File: src/rtl/fetch_seq.sv
`default_nettype none
// fetch_seq: IDLE/ADDR/WAIT/HOLD/LOAD instruction fetch sequencer with registered outputs.
// Define FETCH_SEQ_TIMEOUT_EN to bound WAIT to WAIT_MAX cycles and enable the sticky ERR flag.
module fetch_seq #(
  parameter int WAIT_MAX = 15
) (
  input  logic       CLK,
  input  logic       CLRn,
  input  logic       RUN,
  input  logic [7:0] PC_Q,
  output logic       PC_IPC,
  output logic       PC_LDn,
  output logic [7:0] PC_D,
  output logic [7:0] MEM_ADDR,
  output logic       MEM_RDn,
  input  logic       MEM_RDY,
  input  logic [7:0] MEM_DATA,
  output logic [7:0] IR,
  output logic       IR_VALID,
  input  logic       IR_ACK,
  input  logic       JMP_REQ,
  input  logic [7:0] JMP_ADDR,
  output logic       ERR
);

  typedef enum logic [2:0] {
    IDLE = 3'd0,
    ADDR = 3'd1,
    WAIT = 3'd2,
    HOLD = 3'd3,
    LOAD = 3'd4
  } state_t;

  state_t state;
  logic   run_ok;

`ifdef FETCH_SEQ_TIMEOUT_EN
  logic [7:0] wait_cnt;
  logic       err_q;
  logic       timeout;

  // wait_cnt counts RDY-low WAIT cycles already seen, so the current one is the last allowed
  assign timeout = (wait_cnt == 8'(WAIT_MAX - 1));
  assign run_ok  = RUN & ~err_q;
  assign ERR     = err_q;
`else
  logic unused_wait_max;

  assign unused_wait_max = ^8'(WAIT_MAX);
  assign run_ok          = RUN;
  assign ERR             = 1'b0;
`endif

  always_ff @(posedge CLK or negedge CLRn) begin
    if (!CLRn) begin
      state    <= IDLE;
      IR       <= 8'h00;
      IR_VALID <= 1'b0;
      MEM_ADDR <= 8'h00;
      MEM_RDn  <= 1'b1;
      PC_IPC   <= 1'b0;
      PC_LDn   <= 1'b1;
      PC_D     <= 8'h00;
`ifdef FETCH_SEQ_TIMEOUT_EN
      err_q    <= 1'b0;
      wait_cnt <= 8'h00;
`endif
    end else begin
      // Both PC strobes are single-cycle pulses; only the entering transition raises them.
      PC_IPC <= 1'b0;
      PC_LDn <= 1'b1;
      case (state)
        IDLE: begin
          if (run_ok) state <= ADDR;
        end
        ADDR: begin
          MEM_ADDR <= PC_Q;
          MEM_RDn  <= 1'b0;
`ifdef FETCH_SEQ_TIMEOUT_EN
          wait_cnt <= 8'h00;
`endif
          state    <= WAIT;
        end
        WAIT: begin
          if (MEM_RDY) begin
            IR       <= MEM_DATA;
            IR_VALID <= 1'b1;
            PC_IPC   <= 1'b1;
            MEM_RDn  <= 1'b1;
            state    <= HOLD;
          end
`ifdef FETCH_SEQ_TIMEOUT_EN
          else if (timeout) begin
            err_q   <= 1'b1;
            MEM_RDn <= 1'b1;
            state   <= IDLE;
          end else begin
            wait_cnt <= wait_cnt + 8'd1;
          end
`endif
        end
        HOLD: begin
          if (IR_ACK) begin
            IR_VALID <= 1'b0;
            if (JMP_REQ) begin
              // The load lands one cycle after the increment, so the jump target wins.
              PC_D   <= JMP_ADDR;
              PC_LDn <= 1'b0;
              state  <= LOAD;
            end else if (RUN) begin
              state <= ADDR;
            end else begin
              state <= IDLE;
            end
          end
        end
        LOAD: begin
          state <= ADDR;
        end
        default: begin
          state <= IDLE;
        end
      endcase
    end
  end

endmodule
`default_nettype wire

File: config.mk
export PLATFORM = sky130hd
export DESIGN_NAME = fetch_seq
export DESIGN_NICKNAME = d
export VERILOG_FILES = /design/src/rtl/fetch_seq.sv
export SDC_FILE = /design/constraint.sdc
export NUM_CORES = 1
export LEC_CHECK = 0
export BUFFER_PORTS_ARGS = -buffer_cell sky130_fd_sc_hd__buf_2
export CAP_MARGIN = 20
export CORE_MARGIN = 1.5
export CORE_UTILIZATION = 30
export DETAILED_ROUTE_END_ITERATION = 16
export GPL_TIMING_DRIVEN = 0
export PLACE_DENSITY_LB_ADDON = 0.12
export SETUP_SLACK_MARGIN = 0.15
export SLEW_MARGIN = 30
export SYNTH_ARGS = -nofsm -noshare
export SYNTH_HDL_FRONTEND = slang
export SYNTH_SLANG_ARGS = --single-unit
File: constraint.sdc
create_clock -name CLK -period 3 [get_ports CLK]
set_clock_uncertainty 0.2 [all_clocks]
set_input_delay 0.6 -clock CLK [delete_from_list [all_inputs] [get_ports CLK]]
set_output_delay 0.6 -clock CLK [all_outputs]
set_load 0.05 [all_outputs]
# Word-level counts from Yosys, hierarchy flattened
# Cells that the tools add are included.
# W data, S select, Z words.
totals:
  word_cells: 38
  register_bits: 31
  output_inout_bits: 29
  in_bits: 30
classes:
  mux: 15
  n_reduce_logical: 8
  n_eq_ne: 7
ops:
  columns: ["operator", "n"]
  rows:
  - ["$pmux W3 S5", 1]
  - ["$mux W3", 4]
  - ["$reduce_and A3 Y1", 3]
  - ["$mux W1", 8]
  - ["$eq A3 B2 Y1 const B", 2]
  - ["$ne A2 B2 Y1 const B", 3]
  - ["$pmux W1 S2", 2]
  - ["$reduce_and A2 Y1", 2]
  - ["$reduce_bool A2 Y1", 2]
  - ["$eq A3 B1 Y1 const B", 1]
  - ["$eq A3 B3 Y1 const B", 1]
  - ["$logic_not A3 Y1", 1]

# Depth between registers and ports, before layout
# Gate-level depths: netlist (run 1).
logic_depth:
  word_depth: 4
  depth_mapped: 4
  mapped_depth_nobuf: 3

# Least setup slack after synthesis (run 1)
# No wires, ideal clock.
synth_path:
  path_kind: "register -> register"
  startpoint: "reg state[1]"
  endpoint: "reg IR[0]"
  stages_incl_launch_ff: 5
  setup_slack_ns: 1.401
  t_required_ns: 2.675
  synth_period_minus_slack_ns: 1.599
  path_buffers: 1
  setup_ns: 0.125
  t_arrival_ns: 1.274
  path_cell_list: "dfrtp_1 > nor2b_4 > and3b_1 > buf_6 > mux2_2"
synth_via:
  elab_chain_cells: 2
synth_lines:
  columns: ["element", "line_no", "text"]
  rows:
  - ["from (decl)", "34", "state_t state;"]
  - ["from (signal assigned)", "56", "state <= IDLE;"]
  - ["from (signal assigned)", "74", "if (run_ok) state <= ADDR;"]
  - ["from (signal assigned)", "82", "state <= WAIT;"]
  - ["$eq A3 B2 Y1", "72", "case (state)"]
  - ["$reduce_and A2 Y1 (no source line)", null, null]
  - ["to (signal assigned)", "57", "IR <= 8'h00;"]
  - ["to (signal assigned)", "86", "IR <= MEM_DATA;"]
  - ["to (decl)", "18", "output logic [7:0] IR,"]
# Every way passes these cells.
# A chain may end at the register's enable or synchronous reset.

# Worst setup path after layout (run 1)
layout_path:
  startpoint: "reg MEM_RDn"
  endpoint: "out MEM_RDn"
layout_rtl:
  columns: ["element", "line_no", "text"]
  rows:
  - ["from (decl)", "15", "output logic MEM_RDn,"]
  - ["from (signal assigned)", "60", "MEM_RDn <= 1'b1;"]
  - ["from (signal assigned)", "78", "MEM_RDn <= 1'b0;"]
  - ["from (signal assigned)", "89", "MEM_RDn <= 1'b1;"]
# No word-level cell between the ends.

==> impl_summary.txt, run 1 <==
----------------------------------------------------
[Final layout]
  Multi-input logic area ... 425 sq um
  Fin area ... 1690 sq um
  Storage cell area ... 778 sq um
  Layout fillers ... 393
  Highest-count cells in the layout ignoring fill and taps ... 57 x buf_2, 29 x dfrtp_1, 24 x mux2_2
  Layout Area Growth over Synthesis ... 36.2%
  Fraction of layout instances using a drive strength above 1 ... 68.5%
  Final cell count without fillers ... 193
  Layout Nets ... 172
  Most common cell after layout, fill and taps aside ... buf_2
  Ant diodes ... 0

[Run]
  Maxcap violations ... 0

[Place]
  Number of buffer cells added on primary ports ... 57
  DPL Wire Length ... 1770 microns
  Standard cell area after detailed placement ... 1590 sq um
  RePlAce Congestion ... 0.759
  Count of placed standard cells including taps ... 185
  Post-placement worst setup slack ... 1.28 ns

[Routing]
  Routed via count divided by cell count ... 4.45
  Average routed wire per standard cell ... 12.3 microns
  ANT nets after route ... 0
  Residual DRC ... 0
  WL final ... 2370 microns
  Routed via count ... 859
  Pre-Repair DR Iteration Count ... 4
  Iter 0 DRT Violations ... 12

[Synthesis]
  Post-Synth Adder-Cell Area ... 0%
  Predominant post-synthesis flop cell ... dfrtp_1
  Count of cell types in the netlist ... 22
  Average instance area after synthesis ... 15.9 sq um
  Seq cells post-synth ... 31
  Area leader, netlist ... dfrtp_1
  Post-synthesis sequential area ratio ... 62.9%
  Mux share of post-synthesis cell area ... 22.6%
  EDFF count, synth ... 0
  Async SR Flop Fraction ... 100%
  Main combinational cell family by area after synthesis ... multiplexers
  Number of instances in the synthesized netlist ... 78
  Number of warnings reported in the yosys synthesis log ... 0
  Post-synthesis xor/xnor area fraction ... 0%
  Area share of and/or/nand/nor cells after synthesis ... 7.38%
  Share of the synthesized area in the top cell type ... 58.6%
  Post-Synthesis Net Count ... 108
  Synthesized cell area ... 1240 sq um
  Most area-consuming cells after synthesis ... dfrtp_1 59%, mux2_2 22%, dfstp_2 4.2%, nand4_4 1.7%, nor3b_4 1.5%
  Compound-gate portion of the synthesized area ... 4.04%

[Timing]
  Tightest slew margin relative to the limit ... 55.4%
  Transition time of the tightest slew-check pin ... 0.669 ns
  RSZ-0062 raised after global routing ... no
  Clock period minus worst slack ... 1.87 ns
  Worst Setup Slack, final ... 1.13 ns
  Final period util ... 62.2%
  Setup TNS after final layout ... 0 ns
  Final count of pins violating max slew ... 0
  Peak Freq ... 0.535 GHz
  Final Hold Violating Endpoints ... 0
  Number of setup violations in the final report ... 0

[Worst setup path]
  Worst-path cell chain ... buf_2
  Depth of the critical timing path with buffers and inverters included ... 1
  Critical path startpoint ... MEM_RDn$_DFFE_PN1P_
  Worst Reg-to-Reg Cells ... 4
  Critical Path End Type ... output port
  CP Data Required Time ... 2.20 ns
  Worst-path cell with the longest stage delay ... dfstp_2
  Largest delay contributor family on the critical path ... flip-flops
  Startpoint Class ... register
  Number of buffers and inverters on the critical path ... 1
  Largest driver fanout on the critical path ... 2
  WS Path Type ... reg -> out
  Largest incremental delay on the critical path ... 0.53 ns
  Worst endpoint data arrival time ... 1.07 ns
  Worst R2R Start ... state[1]$_DFFE_PN0P_

[GRT]
  Number of global-route vias before repair ... 830
  Number of antenna violations at the first check in global routing ... 0
  Global-route wire length before repair ... 3620 microns
  All-Layer GR Usage ... 11.5%
  Global route total overflow ... 0
  Pin count of the biggest net entering global routing ... 32

[Floorplan]
  Core area ... 3970 sq um
  Standard-cell rows ... 23
  Number of placed I/O pins ... 59
  Initial core utilization ... 31.2%
  Height of the die ... 67.2 microns
  DIE AREA ... 4520 sq um
  Width of the die ... 67.2 microns

[Clocking]
  Post-CTS Resized ... 0
  Root buffer selected by CTS ... clkbuf_8
  Deepest level of the CTS H-tree ... 2
  Total CTS buffers ... 5
  Clock insertion delay at the later pin of the skew report ... 0.28 ns
  Number of setup buffers added after CTS ... 0
  Clock Tree Buf Depth ... 2
  TritonCTS clock tree ... built
  Number of sinks on the clock net ... 31
  Clock-pin transition on the worst setup and hold timing paths ... 0.06 ns
  Number of buffers inserted by hold repair at cts ... 0

[Status]
  Run status ... complete, no violations

[Worst hold path]
  Worst min-delay path class ... in -> async

----------------------------------------------------
[final timing paths]
kind | end | slack, ns
setup / recovery | MEM_RDn | 1.13
hold / removal | IR[7]$_DFFE_PN0P_ | 0.15
setup reg to reg | IR[4]$_DFFE_PN0P_ | 1.28
hold reg to reg | MEM_RDn$_DFFE_PN1P_ | 0.28
max in group asynchronous | PC_D[0]$_DFFE_PN0P_ | 2.01
min in group CLK | MEM_RDn$_DFFE_PN1P_ | 0.28
[layer usage]
metal | GRT usage [%] | vias to the layer above | part of all wire [%]
met4 | 6.89 | 0 | 2.6
met2 | 19.4 | 46 | 46
met3 | 6.50 | 6 | 12
met1 | 10.8 | 409 | 39
met5 | 0 | - | 0
li1 | - | 398 | -
[synth_stat cells (2+ instances only)]
cell,n
dfrtp_1,29
mux2_2,24
a21oi_1,2
buf_4,2
dfstp_2,2
inv_1,2
o21bai_1,2
[metrics by stage]
step	hold slack, ns	util [%]
5_1_grt	0.207	42.4
6_report	0.149	42.4
3_5_place_dp	0.273	39.9
4_1_cts	0.170	42.4
2_1_floorplan	0.104	-
3_3_place_gp	0.263	39.9
[logic make-up after synthesis]
family          after synthesis
flops                        31
mux                          25
simple gates                  9
compound gates                7
buf+inv                       5
other cells                   1
[area by class of cell]
type                       instances  share of cell area (%)
inverter                           2                   0.445
clock buffer                       8                    5.94
multi-input combinational         42                    25.2
tap                               50                    3.71
buffer                             3                    1.56
timing repair buffer              57                    16.9
sequential                        31                    46.2
[state kept, by name, indices dropped and copies added, names as in the netlist]
| signal | cells |
|---|---|
| PC_IPC | 1 |
| PC_LDn | 1 |
| IR | 8 |
| state | 3 |
| IR_VALID | 1 |
| MEM_RDn | 1 |
| PC_D | 8 |
| MEM_ADDR | 8 |
Power of run 1 is left out: the tool's default activity adds up to more than one toggle a clock period on the data nets, which glitch-free logic cannot reach.
==> run 2: changes to the inputs <==
==> constraint.sdc (replaced) <==
create_clock -name CLK -period 1.51 [get_ports CLK]
set_clock_uncertainty 0.2 [all_clocks]
set_input_delay 0.302 -clock CLK [delete_from_list [all_inputs] [get_ports CLK]]
set_output_delay 0.302 -clock CLK [all_outputs]
set_load 0.05 [all_outputs]
==> run 2 against run 1 <==
Against the previous run:
- the flow now finishes with violations (hold timing, setup timing)
- via count rose by 9.3%
- die area did not move
- final cell count rose by 11%
- core utilization rose by 12 points
- routed wire length rose by 22%
- clock-buffer cell count did not move
- worst setup slack got worse by 1.2 ns
- register-to-register slack got worse by 1.4 ns
- non-clock buffer count rose by 20
- global-route usage rose by 2.2 points
- critical path depth rose by 3
- largest cell class unchanged
==> impl_summary.txt, run 2 (synthesized netlist as in run 1, its figures left out) <==
----------------------------------------------------
[Timing]
  Tightest hold margin ... -0.133 ns (was 0.149 ns)
  Final count of pins violating max slew ... 0 (unchanged)
  Number of setup violations in the final report ... 18 (was 0)
  Final Hold Violating Endpoints ... 29 (was 0)
  Clock period minus worst slack ... 1.61 ns
  Peak Freq ... 0.620 GHz
  Worst Setup Slack, final ... -0.103 ns (was 1.13 ns)
  RSZ-0062 raised after global routing ... yes (was no)
  Final period util ... 107%
  Tightest slew margin relative to the limit ... 54.0% (was 55.4%)
  Transition time of the tightest slew-check pin ... 0.690 ns (was 0.669 ns)

[Final layout]
  Final cell count without fillers ... 214 (was 193)
  Layout Area Growth over Synthesis ... 73.3% (was 36.2%)
  Largest registers ranked by flip-flop count ... IR: 8 flops, MEM_ADDR: 8 flops, PC_D: 8 flops (unchanged)
  Layout Nets ... 193 (was 172)
  Fraction of layout instances using a drive strength above 1 ... 74.4% (was 68.5%)
  Highest-count cells in the layout ignoring fill and taps ... 31 x buf_6, 29 x buf_2, 27 x dfrtp_1 (was 57 x buf_2, 29 x dfrtp_1, 24 x mux2_2)
  Layout fillers ... 355 (was 393)
  Most common cell after layout, fill and taps aside ... buf_6 (was buf_2)
  Ant diodes ... 0 (unchanged)

[Pwr]
  Switching pwr ... 2490 uW
  Switching part of the total power ... 43.1%
  Leakage power total ... 0.00107 uW
  Part of the power in combinational logic ... 62.9%
  Highest ir drop seen on vdd ... 1.23 mV
  Clock power frac ... 10.5%
  Power share of the sequential group ... 26.6%
  Cell internal power dissipation ... 3280 uW
  PD cells ... 2690 nW/um^2

[Routing]
  Average routed wire per standard cell ... 13.5 microns (was 12.3 microns)
  Iter 0 DRT Violations ... 15 (was 12)
  Pre-Repair DR Iteration Count ... 4 (unchanged)
  WL final ... 2900 microns (was 2370 microns)
  ANT nets after route ... 0 (unchanged)
  Routed via count ... 939 (was 859)
  Residual DRC ... 0 (unchanged)
  Routed via count divided by cell count ... 4.39 (was 4.45)

[Worst setup path]
  Capture point of the worst reg-to-reg path ... IR[1]$_DFFE_PN0P_ (was IR[4]$_DFFE_PN0P_)
  Worst-path cell chain ... nor2b_4 -> and3b_2 -> buf_4 -> mux2_4 (was buf_2)
  Worst-path cell with the longest stage delay ... dfrtp_2 (was dfstp_2)
  Critical path startpoint ... state[2]$_DFFE_PN0P_ (was MEM_RDn$_DFFE_PN1P_)
  Largest driver fanout on the critical path ... 5 (was 2)
  R2r setup slk ... -0.10 ns (was 1.28 ns)
  Largest delay contributor family on the critical path ... flip-flops (unchanged)
  CP Data Required Time ... 1.47 ns (was 2.20 ns)
  Number of buffers and inverters on the critical path ... 1 (unchanged)
  Largest incremental delay on the critical path ... 0.44 ns (was 0.53 ns)
  Worst endpoint data arrival time ... 1.58 ns (was 1.07 ns)
  Critical Path End Type ... register (was output port)
  WS Path Type ... reg -> reg (was reg -> out)
  Worst Reg-to-Reg Cells ... 4 (unchanged)
  Worst R2R Start ... state[2]$_DFFE_PN0P_ (was state[1]$_DFFE_PN0P_)
  Startpoint Class ... register (unchanged)

[Status]
  Failing checks ... hold timing, setup timing
  Run status ... finished with violations (was complete, no violations)

[GRT]
  All-Layer GR Usage ... 13.7% (was 11.5%)
  Global-route wire length before repair ... 4390 microns (was 3620 microns)
  Number of global-route vias before repair ... 936 (was 830)
  Number of antenna violations at the first check in global routing ... 0 (unchanged)
  Pin count of the biggest net entering global routing ... 32 (unchanged)
  Global route total overflow ... 0 (unchanged)

[Place]
  RePlAce Congestion ... 0.790 (was 0.759)
  DPL Wire Length ... 1820 microns (was 1770 microns)
  Number of buffer cells added on primary ports ... 57 (unchanged)
  Post-placement worst setup slack ... -0.216 ns (was 1.28 ns)
  Count of placed standard cells including taps ... 185 (unchanged)

[Floorplan]
  DIE AREA ... 4520 sq um (unchanged)
  Initial core utilization ... 31.2% (unchanged)
  Core area ... 3970 sq um (unchanged)
  Number of placed I/O pins ... 59 (unchanged)
  Standard-cell rows ... 23 (unchanged)
  Height of the die ... 67.2 microns (unchanged)
  Width of the die ... 67.2 microns (unchanged)

[Clocking]
  Root buffer selected by CTS ... clkbuf_8 (unchanged)
  Deepest level of the CTS H-tree ... 2 (unchanged)
  Number of sinks on the clock net ... 31 (unchanged)
  Clock Tree Buf Depth ... 2 (unchanged)
  TritonCTS clock tree ... built (unchanged)
  Clock-pin transition on the worst setup and hold timing paths ... 0.06 ns (about the same)
  Clock insertion delay at the later pin of the skew report ... 0.27 ns (was 0.28 ns)
  Total CTS buffers ... 5 (unchanged)

[Worst hold path]
  Worst min-delay path class ... in -> async (unchanged)

[Run]
  Maxcap violations ... 0 (unchanged)

----------------------------------------------------
-- run 2: cell types whose count changed in the layout (fill, tap and decap cells not counted), moves of 2 or more --
cell	before	now
buf_6	1	31
buf_2	57	29
mux2_2	24	4
mux2_4	0	20
buf_4	2	16
buf_12	0	2
buf_8	0	2
clkbuf_1	1	3
clkbuf_8	7	5
dfrtp_1	29	27
dfrtp_2	0	2
-- run 2: power by group through the flow --
stage	clock network, uW	registers, uW	logic, uW
6_report	604	1530	3630
5_1_grt	664	1580	3800
4_1_cts	637	1520	3400
3_5_place_dp	0	1460	2680
3_3_place_gp	0	1440	2650
2_1_floorplan	0	2740	828
-- run 2: worst max-delay path by stage --
stage	to	slack [ns]	depth (start not counted)
5_1_grt	IR[7]$_DFFE_PN0P_	-0.14	4
4_1_cts	IR[7]$_DFFE_PN0P_	-0.08	4
6_report	IR[1]$_DFFE_PN0P_	-0.10	4
3_3_place_gp	MEM_ADDR[6]$_DFFE_PN0P_	-0.19	3
2_1_floorplan	IR[0]$_DFFE_PN0P_	-0.08	4
3_5_place_dp	MEM_ADDR[6]$_DFFE_PN0P_	-0.22	3
-- run 2: final cells by class --
cell class              count  area, sq um  area share [%]
multi-input cells          43          529            24.7
well taps                  50         62.6            2.92
inverters                   2         7.51           0.350
repair buffers             77          654            30.5
plain buffers               3         30.0            1.40
clock buffers               8         80.1            3.73
flip-flops and latches     31          781            36.4
-- run 2: repair_timing --
action                                  CTS  global route
resized for setup                        64             9
hold endpoints to repair                 29            29
endpoints found under the setup margin   55            44
pin swaps                                 5             2
setup buffers                             9            10
gates cloned                              2             0
-- run 2: metal layers --
layer / vias to the layer above / global-route usage [%] / share of wire (%)
met5: - / 0 / 0
li1: 447 / - / -
met2: 43 / 20.2 / 48
met4: 0 / 8.42 / 2.1
met1: 442 / 16.7 / 41
met3: 7 / 5.50 / 8.7
-- run 2: per-stage QoR --
step                utilization (%)  power (uW)  setup TNS (ns)  cell area (sq um)
finish                         54.0        5760           -1.07               2140
global route                   54.0        6040           -1.95               2140
CTS                            51.3        5550          -0.746               2040
detailed placement             41.4        4140           -3.45               1640
global placement               41.4        4090           -2.96               1640
floorplan                         -        3570           -1.02               1290
(Power assumes the default switching activity.)
